### src/rtl/byte_serial_add_sequencer_pkg.sv
// Shared constants and types for the byte-serial add/sub sequencer.
package seq_add_pkg;

  localparam int BYTE_W = 8;

  typedef enum logic [0:0] {
    IDLE = 1'b0,
    RUN  = 1'b1
  } state_e;

  // Byte-counter width; never narrower than one bit so NBYTES==1 still has a counter
  function automatic int clog2(input int n);
    int w;
    w = 32'sd0;
    for (int i = 0; i < 32; i++) begin
      if ((32'sd1 << i) < n) begin
        w = i + 32'sd1;
      end else begin
        w = w;
      end
    end
    return (w < 32'sd1) ? 32'sd1 : w;
  endfunction

endpackage

### src/rtl/carry_look_ahead_adder_cin8.sv
// 8-bit carry-lookahead adder with carry-in; sum only, no carry-out port.
module carry_look_ahead_adder_cin8 (
  input  logic [7:0] a,
  input  logic [7:0] b,
  input  logic       cin,
  output logic [7:0] sum
);

  logic [7:0] p_s;
  logic [7:0] g_s;
  logic [7:0] c_s;

  function automatic logic [7:0] carries(input logic [7:0] p, input logic [7:0] g, input logic ci);
    logic [7:0] c;
    c[0] = ci;
    for (int i = 0; i < 7; i++) begin
      c[i+1] = g[i] | (p[i] & c[i]);
    end
    return c;
  endfunction

  assign p_s = a ^ b;
  assign g_s = a & b;
  assign c_s = carries(p_s, g_s, cin);
  assign sum = p_s ^ c_s;

endmodule

### src/rtl/byte_serial_add_sequencer.sv
// Wide ADD/SUB over one shared 8-bit adder, LS byte first, one byte per cycle.
// Optional signed-overflow output enabled by defining SEQ_ADD_OVERFLOW_EN.
module byte_serial_add_sequencer
  import seq_add_pkg::*;
#(
  parameter int NBYTES = 2
) (
  input  logic                     clk,
  input  logic                     rst_n,
  input  logic                     start,
  input  logic                     op_sub,
  input  logic [BYTE_W*NBYTES-1:0] a,
  input  logic [BYTE_W*NBYTES-1:0] b,
  output logic                     busy,
  output logic                     done,
  output logic [BYTE_W*NBYTES-1:0] result,
  output logic                     cout,
  output logic                     ovf
);

  localparam int W  = BYTE_W * NBYTES;
  localparam int CW = clog2(NBYTES);
  localparam logic [CW-1:0] LAST = CW'(NBYTES - 1);

  state_e          state_q, state_d;
  logic [CW-1:0]   cnt_q, cnt_d;
  logic [W-1:0]    a_q, a_d;
  logic [W-1:0]    b_q, b_d;
  logic [W-1:0]    res_q, res_d;
  logic            carry_q, carry_d;
  logic            done_q, done_d;
  logic            cout_q, cout_d;

  logic [7:0]          sum_s;
  logic                byte_cout_s;
  logic [W+BYTE_W-1:0] res_cat_s;

  carry_look_ahead_adder_cin8 u_cla (
    .a   (a_q[7:0]),
    .b   (b_q[7:0]),
    .cin (carry_q),
    .sum (sum_s)
  );

  // The adder has no carry-out, so recover it from the MSB operands and MSB sum bit
  assign byte_cout_s = (a_q[7] & b_q[7]) | ((a_q[7] | b_q[7]) & ~sum_s[7]);
  assign res_cat_s   = {sum_s, res_q};

`ifdef SEQ_ADD_OVERFLOW_EN
  logic ovf_q, ovf_d;
  logic msb_cin_s;

  assign msb_cin_s = a_q[7] ^ b_q[7] ^ sum_s[7];

  // Overflow flag register, updated together with cout on the last byte
  always_comb begin
    ovf_d = ovf_q;
    if ((state_q == RUN) && (cnt_q == LAST)) begin
      ovf_d = msb_cin_s ^ byte_cout_s;
    end else begin
      ovf_d = ovf_q;
    end
  end

  // Overflow state register
  always_ff @(posedge clk or negedge rst_n) begin
    if (!rst_n) begin
      ovf_q <= 1'b0;
    end else begin
      ovf_q <= ovf_d;
    end
  end

  assign ovf = ovf_q;
`else
  assign ovf = 1'b0;
`endif

  // Next-state, datapath shift and handshake logic
  always_comb begin
    state_d = state_q;
    cnt_d   = cnt_q;
    a_d     = a_q;
    b_d     = b_q;
    res_d   = res_q;
    carry_d = carry_q;
    done_d  = 1'b0;
    cout_d  = cout_q;
    case (state_q)
      IDLE: begin
        if (start) begin
          state_d = RUN;
          cnt_d   = '0;
          a_d     = a;
          b_d     = op_sub ? ~b : b;
          carry_d = op_sub;
        end else begin
          state_d = IDLE;
        end
      end
      RUN: begin
        a_d     = a_q >> BYTE_W;
        b_d     = b_q >> BYTE_W;
        res_d   = res_cat_s[W+BYTE_W-1:BYTE_W];
        carry_d = byte_cout_s;
        if (cnt_q == LAST) begin
          state_d = IDLE;
          cnt_d   = '0;
          done_d  = 1'b1;
          cout_d  = byte_cout_s;
        end else begin
          cnt_d   = cnt_q + CW'(1);
        end
      end
      default: begin
        state_d = IDLE;
        cnt_d   = '0;
      end
    endcase
  end

  // State and datapath registers
  always_ff @(posedge clk or negedge rst_n) begin
    if (!rst_n) begin
      state_q <= IDLE;
      cnt_q   <= '0;
      a_q     <= '0;
      b_q     <= '0;
      res_q   <= '0;
      carry_q <= 1'b0;
      done_q  <= 1'b0;
      cout_q  <= 1'b0;
    end else begin
      state_q <= state_d;
      cnt_q   <= cnt_d;
      a_q     <= a_d;
      b_q     <= b_d;
      res_q   <= res_d;
      carry_q <= carry_d;
      done_q  <= done_d;
      cout_q  <= cout_d;
    end
  end

  assign busy   = (state_q == RUN);
  assign done   = done_q;
  assign result = res_q;
  assign cout   = cout_q;

endmodule

### config.mk
export PLATFORM = sky130hd
export DESIGN_NAME = byte_serial_add_sequencer
export DESIGN_NICKNAME = d
export VERILOG_FILES = /design/src/rtl/byte_serial_add_sequencer_pkg.sv /design/src/rtl/carry_look_ahead_adder_cin8.sv /design/src/rtl/byte_serial_add_sequencer.sv
export SDC_FILE = /design/constraint.sdc
export NUM_CORES = 1
export LEC_CHECK = 0
export ABC_AREA = 1
export CORE_MARGIN = 4
export CORE_UTILIZATION = 30
export CTS_CLUSTER_SIZE = 12
export DETAILED_ROUTE_END_ITERATION = 10
export GPL_ROUTABILITY_DRIVEN = 0
export PLACE_DENSITY_LB_ADDON = 0.1
export SYNTH_ARGS = -nofsm -noshare
export SYNTH_HDL_FRONTEND = slang
export SYNTH_HIERARCHICAL = 1
export SYNTH_SLANG_ARGS = --single-unit
### constraint.sdc
create_clock -name clk -period 8.6 [get_ports clk]
set_input_delay 1.29 -clock clk [delete_from_list [all_inputs] [get_ports clk]]
set_output_delay 1.29 -clock clk [all_outputs]
set_load 0.1 [all_outputs]
Yosys cells after proc, flatten, opt, wreduce, memory -nomap -nowiden
Index checks and enable logic that the tools add are counted.
W data, S select, Z words.
{"block": "classes", "eq_ne": 2, "n_addsub": 1, "muxes": 15, "bitwise": 24, "n_reduce_logical": 1}
{"operator": "$mux W32", "n": 2}
{"operator": "$pmux W16 S2", "n": 2}
{"operator": "$pmux W32 S2", "n": 1}
{"operator": "$mux W16", "n": 3}
{"operator": "$add A32 B1 Y32 const B", "n": 1}
{"operator": "$eq A32 B1 Y1 const B", "n": 1}
{"operator": "$not A16 Y16", "n": 1}
{"operator": "$xor A8 B8 Y8", "n": 2}
{"operator": "$and A1 B1 Y1", "n": 9}
{"operator": "$or A1 B1 Y1", "n": 9}
{"operator": "$and A7 B7 Y7", "n": 1}
{"operator": "$mux W1", "n": 5}
{"operator": "$pmux W1 S2", "n": 2}
{"operator": "$ne A2 B2 Y1 const B", "n": 1}
{"operator": "$not A1 Y1", "n": 2}
{"operator": "$reduce_and A2 Y1", "n": 1}
{"block": "word_totals", "elab_cells": 51, "reg_bits": 84, "output_inout_bits": 20, "in_bits": 36}

Logic depth before layout (Yosys ltp)
Gate-level depths: netlist of the first run.
{"block": "depth", "ltp_word": 20, "ltp_mapped": 17, "ltp_nobuf": 17}

Cells and area by module
Netlist of the first run, hierarchy kept.
{"mod": "byte_serial_add_sequencer", "seq_area_each_um2": 2102.0, "cells_each": 627, "instances": 1, "area_per_inst_um2": 4598.2}
{"mod": "carry_look_ahead_adder_cin8", "seq_area_each_um2": 0.0, "cells_each": 22, "instances": 1, "area_per_inst_um2": 198.9}

Worst setup path before layout of the first run
No wires, ideal clock.
{"block": "synth_path", "path_type": "register -> register", "start": "reg a_q[0]", "end": "reg cout_q, in the netlist cout", "arrival_time_ns": 3.392, "path_slack_ns": 5.088, "t_required_ns": 8.480, "path_buffers": 0, "synth_period_minus_slack_ns": 3.512, "setup_ns": 0.120, "path_stages_with_launch": 18, "path_cell_list": "dfrtp_1 > inv_1 > fa_1 > inv_1 > fa_1 > fa_1 > fa_1 > fa_1 > fa_1 > fa_1 > inv_1 > nand3_1 > nand2_1 > o21ai_0 > o21ai_0 > inv_1 > nand4_1 > nand2_1"}
{"block": "synth_via", "elab_chain_len": 19, "elab_cells_between_ends": 20, "cone_classes": "20 x bitwise"}
{"element": "start: declaration", "line_no": "byte_serial_add_sequencer.sv:27", "source": "logic [W-1:0] a_q, a_d;"}
{"element": "start signal: assignment", "line_no": "byte_serial_add_sequencer.sv:127", "source": "a_q <= '0;"}
{"element": "start signal: assignment", "line_no": "byte_serial_add_sequencer.sv:136", "source": "a_q <= a_d;"}
{"element": "$xor A8 B8 Y8", "line_no": "carry_look_ahead_adder_cin8.sv:22", "source": "assign p_s = a ^ b;"}
{"element": "$and A1 B1 Y1", "line_no": "carry_look_ahead_adder_cin8.sv:17", "source": "c[i+1] = g[i] | (p[i] & c[i]);"}
{"element": "$or A1 B1 Y1 *", "line_no": "carry_look_ahead_adder_cin8.sv:17"}
{"element": "$and A1 B1 Y1 *", "line_no": "carry_look_ahead_adder_cin8.sv:17"}
{"element": "$or A1 B1 Y1 *", "line_no": "carry_look_ahead_adder_cin8.sv:17"}
{"element": "$and A1 B1 Y1 *", "line_no": "carry_look_ahead_adder_cin8.sv:17"}
{"element": "$or A1 B1 Y1 *", "line_no": "carry_look_ahead_adder_cin8.sv:17"}
{"element": "$and A1 B1 Y1 *", "line_no": "carry_look_ahead_adder_cin8.sv:17"}
{"element": "[4 not listed]"}
{"element": "$or A1 B1 Y1 *", "line_no": "carry_look_ahead_adder_cin8.sv:17"}
{"element": "$and A1 B1 Y1 *", "line_no": "carry_look_ahead_adder_cin8.sv:17"}
{"element": "$or A1 B1 Y1 *", "line_no": "carry_look_ahead_adder_cin8.sv:17"}
{"element": "$xor A8 B8 Y8 *", "line_no": "carry_look_ahead_adder_cin8.sv:25", "source": "assign sum = p_s ^ c_s;"}
{"element": "named net sum_s[7]", "line_no": "byte_serial_add_sequencer.sv:34", "source": "logic [7:0] sum_s;"}
{"element": "$not A1 Y1 *", "line_no": "byte_serial_add_sequencer.sv:46", "source": "assign byte_cout_s = (a_q[7] & b_q[7]) | ((a_q[7] | b_q[7]) & ~sum_s[7]);"}
{"element": "$and A1 B1 Y1 *", "line_no": "byte_serial_add_sequencer.sv:46"}
{"element": "$or A1 B1 Y1 *", "line_no": "byte_serial_add_sequencer.sv:46"}
{"element": "end signal: assignment", "line_no": "byte_serial_add_sequencer.sv:141", "source": "cout_q <= cout_d;"}
{"element": "end: declaration", "line_no": "byte_serial_add_sequencer.sv:32", "source": "logic cout_q, cout_d;"}
The timed path passes the listed nets; every way through them passes the cells marked *.
A chain may end at the register's enable or synchronous reset.

Worst setup path in the final report of the first run
Same ends and word-level chain as after synthesis.

==> impl_results.md, run 1 <==
* Status: complete, no violations
* Pre-antenna DRT Iters at 4
* Detail Route Antenna Nets at 0
* Initial core utilization at 31.09%
* Fraction of layout cells with a size suffix above 1 at 6.877%
* CTS tree: yes
* Sw Ratio at 28.39%
* Cell area power density at 189.0 mW/mm^2
* Core area at 0.01543 sq mm
* Nets@finish at 738
* Post-Syn Nets at 694
* Largest net degree at the start of global routing at 60
* CP max-delay cell: fa_1
* First-pass GRT wire length at 21500 um
* Final Hold Viols at 0
* Sequential area share after synthesis at 43.82%
* Max FO, Critical Path at 2
* P_leak at 2.654 nW
* Worst path most repeated cell: fa_1
* HPWL after DPL at 9123 um
* Worst-Skew Late Latency at 0.34 ns
* Tightest Hold Check Type: register to register
* Vias in the first global route at 4263
* Post-synth cell types at 28
* Worst-case reg-to-reg path depth at 17
* Rows at 45
* Setup Buffers After CTS at 0
* CTS Buffer Depth at 2
* DRC Markers at 0
* # port buffers at 54
* CP max stage delay at 0.41 ns
* Clock Power Share at 42.3%
* Netlist Area Pre-Place at 0.004797 sq mm
* Area grow syn2layout at 21.94%
* Critical Path RT at 8.83 ns
* Yosys top cell area share at 43.82%
* Nature of the critical path startpoint: register
* Syn Inst Count at 649
* CTS Sinks at 84
* R2R Path End: cout$_DFFE_PN0P_
* RSZ-0062 raised after global routing: no
* Clk_skew at 0.006963 ns
* Initial antenna violation count at 0
* Crit-path cells: inv_1, fa_1, inv_1, fa_1, fa_1, fa_1, fa_1, fa_1, fa_1, inv_1, nand3_1, nand2_1, o21ai_0, o21ai_0, inv_1, nand4_1, nand2_1
* Reg clk slew, reported paths at 0.06 ns
* Reg-to-reg slack, setup at 4.86 ns
* P_int at 0.0007917 W
* DIE HEIGHT at 134.5 um
* MaxCap Viol Count at 0
* Top cells by area, synth: dfrtp_1, nand2_1, nand3_1
* Slew margin rel. at 32.15%
* Placed cells at 893
* Final setup violating endpoints at 0
* Total Routing Usage GR at 14.78%
* Clock root buffer: clkbuf_16
* Largest area contributor in the netlist: dfrtp_1
* TritonCTS Buffers at 9
* Worst-Margin Slew at 1.015 ns
* Critical Path Sink: cout$_DFFE_PN0P_
* Sequential share of power at 42.5%
* Crit path capture type: register
* Final setup TNS at 0 ns
* Via/cell ratio at 4.584
* I/O pins at 56
* ANT cells at 0
* Avg Cell Area, Syn at 7.392 sq um
* Final Cycle Share at 43.54%
* Fin. max-slew vios at 0
* Crit Path Class: register to register
* Global route overflow at 0
* Arr. time, crit path at 3.97 ns
* PostCTS Resize Cnt at 0
* Final min period at 3.744 ns
* Count of hold-fix buffers inserted at cts at 0
* Drt total wl at 12570 um
* Layout Cells excl Fill at 909
* DR vias at 4167
* Switch Pwr at 0.0003140 W
* Fmax at 267.1 MHz
* Die area at 0.01808 sq mm
* Peak supply drop at 0.0001006 V
* Combinational power share at 15.2%
* CTS H-tree lvls at 3
* Yosys Warn Count at 6
* Die span in x at 134.5 um
* RR Startpoint: a_q[0]$_DFFE_PN0P_
* Synth Register Bits at 84
* Routed len/inst at 13.83 um
* Number of DRC markers in iteration 0 at 191
* CP startpoint: a_q[0]$_DFFE_PN0P_
cells in the final DEF (no fill, tap or decap), drive strengths merged:
cell type,synthesis,routed
fa,7,7
clkinvlp,0,1
bufinv,0,3
xnor2,15,15
nor3,1,1
clkbuf,5,11
nand4,5,5
clkinv,1,1
ha,2,2
o22ai,6,6
nand3,52,52
o21ai,44,44
a21oi,21,21
clkdlybuf4s50,0,53
nor2,80,80
o211ai,1,1
nand3b,1,1
xor2,5,5
nand2,242,242
conb,1,1
buf,19,4
dfrtp,84,84
inv,57,58
layer usage:
layer / vias up / share of wire (%) / GRT usage, %
met2: 69 / 48 / 24.13
li1: 2124 / - / -
met1: 1961 / 48 / 20.06
met5: - / 0 / 0
met3: 13 / 3.1 / 2.273
met4: 0 / 1.5 / 5.147
worst min path at each step:
stage / from / to / depth (start not counted)
6_report: result[0]$_DFFE_PN0P_ / result[0]$_DFFE_PN0P_ / 2
5_1_grt: a_q[10]$_DFFE_PN0P_ / a_q[10]$_DFFE_PN0P_ / 2
4_1_cts: a_q[10]$_DFFE_PN0P_ / a_q[10]$_DFFE_PN0P_ / 2
3_5_place_dp: a_q[10]$_DFFE_PN0P_ / a_q[10]$_DFFE_PN0P_ / 2
3_3_place_gp: result[6]$_DFFE_PN0P_ / result[6]$_DFFE_PN0P_ / 2
2_1_floorplan: a_q[10]$_DFFE_PN0P_ / a_q[10]$_DFFE_PN0P_ / 2
stage by stage:
| stage | power (W) | worst slack (ns) | hold slack (ns) | utilization [%] | cell area [sq um] |
|---|---|---|---|---|---|
| after global placement | 0.0006422 | 4.668 | 0.4577 | 35.59 | 5490 |
| after floorplan | 0.0005847 | 5.089 | 0.4422 | - | 4797 |
| after global routing | 0.001162 | 4.579 | 0.4893 | 37.92 | 5849 |
| after detailed placement | 0.0006463 | 4.642 | 0.4611 | 35.59 | 5490 |
| final | 0.001106 | 4.856 | 0.4688 | 37.92 | 5849 |
| after CTS | 0.001118 | 4.835 | 0.4776 | 37.92 | 5849 |
sequential cells by signal (all words and copies together) (netlist names):
name,flops
a_q,16
b_q,16
busy,1
carry_q,1
cnt_q,32
cout,1
done,1
result,16
power groups by stage:
stage / clock, W / sequential (W) / combinational [W]
floorplan: 0 / 0.000467 / 0.000117
global placement: 0 / 0.000476 / 0.000166
detailed placement: 0 / 0.000477 / 0.000169
CTS: 0.000478 / 0.000470 / 0.000170
global route: 0.000495 / 0.000475 / 0.000192
finish: 0.000468 / 0.000470 / 0.000168
cells in the mapped netlist:
library cell  count
xor2_1            5
inv_2             2
nand2_4           3
nand2_1         234
nor2_2            9
nand3b_1          1
nand2_2           5
a21oi_1          21
nor2_1           63
buf_6             1
buf_2            13
buf_4             5
o21ai_1           2
conb_1            1
o21ai_0          42
nor2_4            8
inv_1            55
o211ai_1          1
o22ai_1           6
nand4_1           5
xnor2_1          15
clkinv_1          1
nor3_1            1
ha_1              2
fa_1              7
clkbuf_1          5
dfrtp_1          84
nand3_1          52
layout make-up:
cell class | instances | area, sq um
fill | 1683 | 9578
multi-input combinational | 483 | 2345
sequential | 84 | 2103
timing repair buffer | 57 | 560.5
tap | 211 | 264.0
clock buffer | 11 | 252.7
inverter | 58 | 217.7
clock inverter | 5 | 106.4
worst max-delay path, delay by kind of cell, from the launching register on:
family / cells / cell delay (ns)
flip-flops: 1 / 0.38
buffers and inverters: 4 / 0.28
adder cells (fa/ha/maj): 7 / 2.49
AO/OA/AOI/OAI: 2 / 0.16
AND/OR/NAND/NOR: 4 / 0.33
cell families after synthesis:
| family | synth area share (%) |
|---|---|
| compound gates | 7.720 |
| xor+xnor | 3.652 |
| fa+ha+maj | 3.443 |
| buf+inv | 7.303 |
| flops | 43.82 |
| other cells | 0.07817 |
| simple gates | 33.99 |
Note: power is estimated with default switching activity, not from simulation.
==> inputs of run 2 (changes only) <==
clock period = 3.6 ns   (was 8.6 ns; I/O delays follow)
==> run 2 against run 1 <==
Against the previous run:
- sequential share of layout area hardly changed
- core utilization hardly changed
- fmax is 8.6% higher
- clock skew is 0.0028 ns higher
- cell count is 0.77% higher
- total power is 120% higher
- clock-buffer cell count stayed put
- clock power is 88% higher
- combinational power is 140% higher
- via count is 1.0% higher
- routed wire length is 2.0% higher
- global-route usage is 0.13 points higher
- critical endpoint is now result[15]$_DFFE_PN0P_
==> impl_results.md, run 2 (synthesis results as in run 1) <==
* CTS H-tree lvls at 3
* Tightest Hold Check Type: input port to asynchronous set/reset pin
* DRC Markers at 0
* Final Hold Viols at 0
* Initial core utilization at 31.09%
* Area grow syn2layout at 22.07%
* # port buffers at 54
* Max reg flops at 32
* Final min period at 3.448 ns
* DR vias at 4210
* Slew margin rel. at 34.62%
* MaxCap Viol Count at 0
* Arr. time, crit path at 3.65 ns
* Crit path capture type: register
* Clock root buffer: clkbuf_16
* Max FO, Critical Path at 2
* CTS Buffer Depth at 2
* Worst-Margin Slew at 0.9777 ns
* Final Cycle Share at 95.79%
* Vias in the first global route at 4207
* Fraction of layout cells with a size suffix above 1 at 10.21%
* Detail Route Antenna Nets at 0
* P_leak at 2.638 nW
* Pre-antenna DRT Iters at 5
* First-pass GRT wire length at 21500 um
* Crit Path Class: register to register
* CTS tree: yes
* Most common cell after layout, fill and taps aside: nand2_1
* I/O pins at 56
* Peak supply drop at 0.0002298 V
* CTS Sinks at 84
* Worst setup margin at 0.1515 ns
* TritonCTS Buffers at 9
* Die span in x at 134.5 um
* Worst-Skew Late Latency at 0.35 ns
* DIE HEIGHT at 134.5 um
* Fmax at 290.0 MHz
* Most frequent cells in the layout: nand2_1, dfrtp_1, nor2_1
* Largest net degree at the start of global routing at 58
* Nature of the critical path startpoint: register
* Cell area power density at 409.9 mW/mm^2
* Number of DRC markers in iteration 0 at 236
* Core area at 0.01543 sq mm
* Status: complete, no violations
* Fin. max-slew vios at 0
* Drt total wl at 12820 um
* Total Routing Usage GR at 14.91%
* Clk_skew at 0.009792 ns
* Rows at 45
* Die area at 0.01808 sq mm
* ANT cells at 0
* Pre-CTS setup slack at -0.1495 ns
* Routed len/inst at 14.00 um
* Final core utilization at 37.96%
* Reg clk slew, reported paths at 0.06 ns
* RSZ-0062 raised after global routing: yes
* Global route overflow at 0
* Most flop-heavy register: cnt_q
* HPWL after DPL at 9410 um
* Via/cell ratio at 4.596
* Initial antenna violation count at 0
* Critical Path RT at 3.80 ns
* Final setup violating endpoints at 0
* Nets@finish at 745
* Count of hold-fix buffers inserted at cts at 0
==> run 2: cell count changes in the layout (fill, tap and decap cells not counted), moves of 2 or more <==
cell / change
inv_1: -5
clkinv_2: +2
fa_1: -7
buf_4: +8
fa_2: +7
bufinv_16: -3
nand3_2: +2
inv_2: +5
o21ai_0: -2
nand3_1: -2
==> run 2: per-layer routing <==
layer / vias to the layer above / track usage, % / share of wire [%]
met4: 0 / 3.337 / 1.1
li1: 2139 / - / -
met5: - / 0 / 0
met1: 1972 / 19.83 / 48
met3: 9 / 3.949 / 4.2
met2: 90 / 24.50 / 47
==> run 2: area by class of cell <==
| class | instances | area (sq um) |
|---|---|---|
| Sequential cell | 84 | 2103 |
| Fill cell | 1680 | 9572 |
| Clock buffer | 11 | 242.7 |
| Timing Repair Buffer | 64 | 610.6 |
| Inverter | 58 | 217.7 |
| Multi-Input combinational cell | 483 | 2382 |
| Tap cell | 211 | 264.0 |
| Clock inverter | 5 | 35.03 |
==> run 2: what timing repair did <==
action,CTS,global route
setup buffers,0,1
pin swaps,1,3
setup endpoints to repair,3,3
resized for setup,4,15
==> run 2: through the flow <==
step / hold WS, ns / total power (W) / setup TNS, ns / instances / cell area [sq um]
floorplan: 0.2444 / 0.001397 / 0 / 649 / 4797
global placement: 0.4577 / 0.001538 / -0.2150 / 899 / 5533
detailed placement: 0.4630 / 0.001541 / -0.3173 / 899 / 5533
CTS: 0.2383 / 0.002436 / 0 / 915 / 5821
global route: 0.2674 / 0.002545 / -0.01659 / 916 / 5856
finish: 0.2178 / 0.002400 / 0 / 916 / 5856
==> run 2: critical path, stage by stage, from the launching register on <==
cell and delay (ns):
dfrtp_1 0.38, inv_2 0.07, fa_2 0.19, inv_2 0.04, fa_2 0.33, fa_2 0.34, fa_2 0.34, fa_2 0.34
fa_2 0.34, fa_2 0.38, nand3_2 0.09, nand2_2 0.07, buf_4 0.13, buf_4 0.12, nand2_1 0.05, o21ai_0 0.08
==> run 2: power by group <==
part	leakage, nW	internal, W	switching [W]
combinational	1.37	0.000159	0.000241
sequential	1.13	0.00101	0.000107
clock	0.136	0.000488	0.000390
==> run 2: final timing paths <==
check                                      start                     end  slack, ns  cells past startpoint
hold / removal                             rst_n   cnt_q[15]$_DFFE_PN0P_       0.22                      1
min in group clk           result[6]$_DFFE_PN0P_   result[6]$_DFFE_PN0P_       0.48                      2
setup reg to reg              a_q[0]$_DFFE_PN0P_  result[15]$_DFFE_PN0P_       0.15                     15
setup / recovery              a_q[0]$_DFFE_PN0P_  result[15]$_DFFE_PN0P_       0.15                     15
hold reg to reg            result[6]$_DFFE_PN0P_   result[6]$_DFFE_PN0P_       0.48                      2
max in group asynchronous                  rst_n      b_q[5]$_DFFE_PN0P_       2.61                      2
==> inputs of run 3 (changes only) <==
ABC_AREA = unset   (was 1)
==> run 3 against run 2 <==
Against the previous run:
- total power down 1.5%
- clock skew fell by 0.0054 ns
- routed wire length fell by 16%
- sequential power increased by 6%
- fmax fell by 0.47%
- sequential cell count stayed put
- critical path depth shrank 3
- largest cell class unchanged
- clock power fell by 0.7%
- synthesized cell count decreased by 33%
==> impl_results.md, run 3 <==
* Final core utilization at 37.18%
* First-pass GRT wire length at 18120 um
* Initial core utilization at 30.52%
* CP max-delay cell: dfrtp_1
* Compound-Gate Fraction of Synth Area at 15.52%
* Clk_skew at 0.004385 ns
* RR Startpoint: b_q[0]$_DFFE_PN0P_
* Clock root buffer: clkbuf_16
* DRC Markers at 0
* CTS tree: yes
* Largest family of logic cells by synthesized area: simple AND/OR/NAND/NOR gates
* Nature of the critical path startpoint: register
* Xor/xnor share of the synthesized area at 3.709%
* Top cells by count, synth: dfrtp_1, nand2_1, o21ai_0
* DR vias at 3407
* Largest net degree at the start of global routing at 74
* Netlist Area Pre-Place at 0.004419 sq mm
* RSZ-0062 raised after global routing: no
* Synth Register Bits at 84
* Die area at 0.01674 sq mm
* Worst-case reg-to-reg path depth at 12
* Detail Route Antenna Nets at 0
* Post-synthesis mux area share at 8.182%
* Number of DRC markers in iteration 0 at 215
* MaxCap Viol Count at 0
* Routed len/inst at 16.34 um
* Tightest Hold Check Type: input port to asynchronous set/reset pin
* CTS Sinks at 84
* Area grow syn2layout at 21.80%
* Initial antenna violation count at 0
* CTS H-tree lvls at 3
* Synth Flop Type: dfrtp_1
* Worst-Skew Late Latency at 0.34 ns
* Total Power at 0.002365 W
* Worst path most repeated cell: fa_2
* Worst-Margin Slew at 0.9993 ns
* ANT cells at 0
* Fin. max-slew vios at 0
* Async S/R FF share, synth at 100.0%
* Final Hold Viols at 0
* I/O pins at 56
* Sequential area share after synthesis at 47.57%
* Crit path capture type: register
* Worst setup margin at 0.1354 ns
* Post-synth cell types at 52
* Number of synthesized flops with an enable pin at 0
* Setup Buffers After CTS at 0
* Post-Syn Nets at 477
* Total Routing Usage GR at 13.73%
* P_leak at 2.363 nW
* Pre-CTS setup slack at -0.1571 ns
* Final Cycle Share at 96.24%
* Drt total wl at 10810 um
* Fraction of layout cells with a size suffix above 1 at 13.39%
* Pre-antenna DRT Iters at 4
* Peak supply drop at 0.0002013 V
* Synth Area in Adders at 3.737%
* Most flop-heavy register: cnt_q
* R2R Path End: cout$_DFFE_PN0P_
* Reg clk slew, reported paths at 0.06 ns
* Rows at 44
* Crit Path Class: register to register
* Status: complete, no violations
* Reg-to-reg slack, setup at 0.14 ns
* Core area at 0.01448 sq mm
* HPWL after DPL at 7296 um
* Syn Inst Count at 432
* CTS Buffer Depth at 2
* Via/cell ratio at 5.147
* Nets@finish at 518
* DIE HEIGHT at 129.4 um
* Avg Cell Area, Syn at 10.23 sq um
* # port buffers at 54
* Largest area contributor in the netlist: dfrtp_1
* Most frequent cells in the layout: dfrtp_1, clkdlybuf4s50_1, nand2_1
* Yosys Warn Count at 6
* Max FO, Critical Path at 2
* Final hold slack at 0.2571 ns
* Top-count cell post-synth: dfrtp_1
* Most common cell after layout, fill and taps aside: dfrtp_1
* Cell area power density at 439.3 mW/mm^2
* Max reg flops at 32
* Critical Path RT at 3.83 ns
* Crit-path cells: inv_1, fa_1, inv_1, fa_1, fa_2, fa_2, fa_2, fa_2, fa_2, xor3_1, a21oi_2, mux2_2
* TritonCTS Buffers at 9
* CP max stage delay at 0.38 ns
* Arr. time, crit path at 3.69 ns
* Fmax at 288.6 MHz
* Final min period at 3.465 ns
* Final setup violating endpoints at 0
* Slew margin rel. at 33.17%
* Synth Area in Simple Gates at 17.02%
* Vias in the first global route at 3432
* Die span in x at 129.4 um
* Top cells by area, synth: dfrtp_1, mux2_2, nand2_1
* Yosys top cell area share at 47.57%
* Global route overflow at 0
-- run 3: changes by cell type after synthesis, moves of 11 or more --
cell     previous run  this run
a31oi_1             0        26
mux2_2              0        17
mux2i_1             0        17
nor2_1             63        26
nand3_1            52        12
and3_1              0        11
nand2_1           234        47
inv_1              55        10
-- run 3: kinds of logic (layout without fill, tap and decap cells) --
logic type                 Yosys count  after routing
and+or+nand+nor                    139            139
AOI/OAI and AO/OA                  107            107
DFF                                 84             84
buffers and inverters               41             87
muxes                               34             34
xor gates and xnor gates            17             17
adders and majority gates            9              9
other                                1              1
-- run 3: layer usage --
| metal | routed length (um) | GRT usage, % | up-vias |
|---|---|---|---|
| met1 | 5589 | 20.64 | 1671 |
| met5 | 0 | 0 | - |
| met4 | 178 | 5.559 | 0 |
| met2 | 4641 | 19.45 | 60 |
| met3 | 405 | 2.432 | 14 |
| li1 | - | - | 1662 |
-- run 3: cell type report --
cell class / count / area [sq um]
Multi-Input combinational cell: 307 / 2148
Fill cell: 1438 / 9096
Clock buffer: 10 / 239.0
Timing Repair Buffer: 61 / 585.6
Tap cell: 184 / 230.2
Clock inverter: 6 / 38.79
Sequential cell: 84 / 2103
Inverter: 10 / 37.54
-- run 3: worst max-delay path: cells and delay by family (launching register included) --
kind / cells / cell delay [ns]
xor gates and xnor gates: 1 / 0.24
buffers and inverters: 2 / 0.12
AOI/OAI and AO/OA: 1 / 0.08
muxes: 1 / 0.26
adders and majority gates: 7 / 2.28
DFF: 1 / 0.38
-- run 3: where the power goes --
group	leakage, nW	internal (W)	total [W]	switching [W]
Combinational	1.13	0.000151	0.000303	0.000152
Sequential	1.10	0.00103	0.00119	0.000163
Clock	0.135	0.000485	0.000872	0.000387
-- run 3: what timing repair did --
| action | CTS | global route |
|---|---|---|
| endpoints found under the setup margin | 3 | 2 |
| hold buffers | 0 | 0 |
| pin swaps | 1 | 1 |
| resized for setup | 1 | 4 |
-- run 3: how the worst max path moves through the flow --
stage,from,endpoint,cells past startpoint
after floorplan,a_q[0]$_DFFE_PN0P_,cout$_DFFE_PN0P_,12
after global placement,a_q[0]$_DFFE_PN0P_,cout$_DFFE_PN0P_,12
after detailed placement,a_q[0]$_DFFE_PN0P_,cout$_DFFE_PN0P_,12
after CTS,a_q[0]$_DFFE_PN0P_,cout$_DFFE_PN0P_,12
after global routing,b_q[0]$_DFFE_PN0P_,carry_q$_DFFE_PN0P_,13
final,b_q[0]$_DFFE_PN0P_,cout$_DFFE_PN0P_,12
-- run 3: metrics by stage --
stage                     TNS [ns]  std cells  instance area (sq um)
after floorplan                  0        432                   4427
after detailed placement   -0.3359        646                   5096
after global placement     -0.1508        646                   5096
final                            0        662                   5383
after CTS                        0        662                   5376
after global routing             0        662                   5383
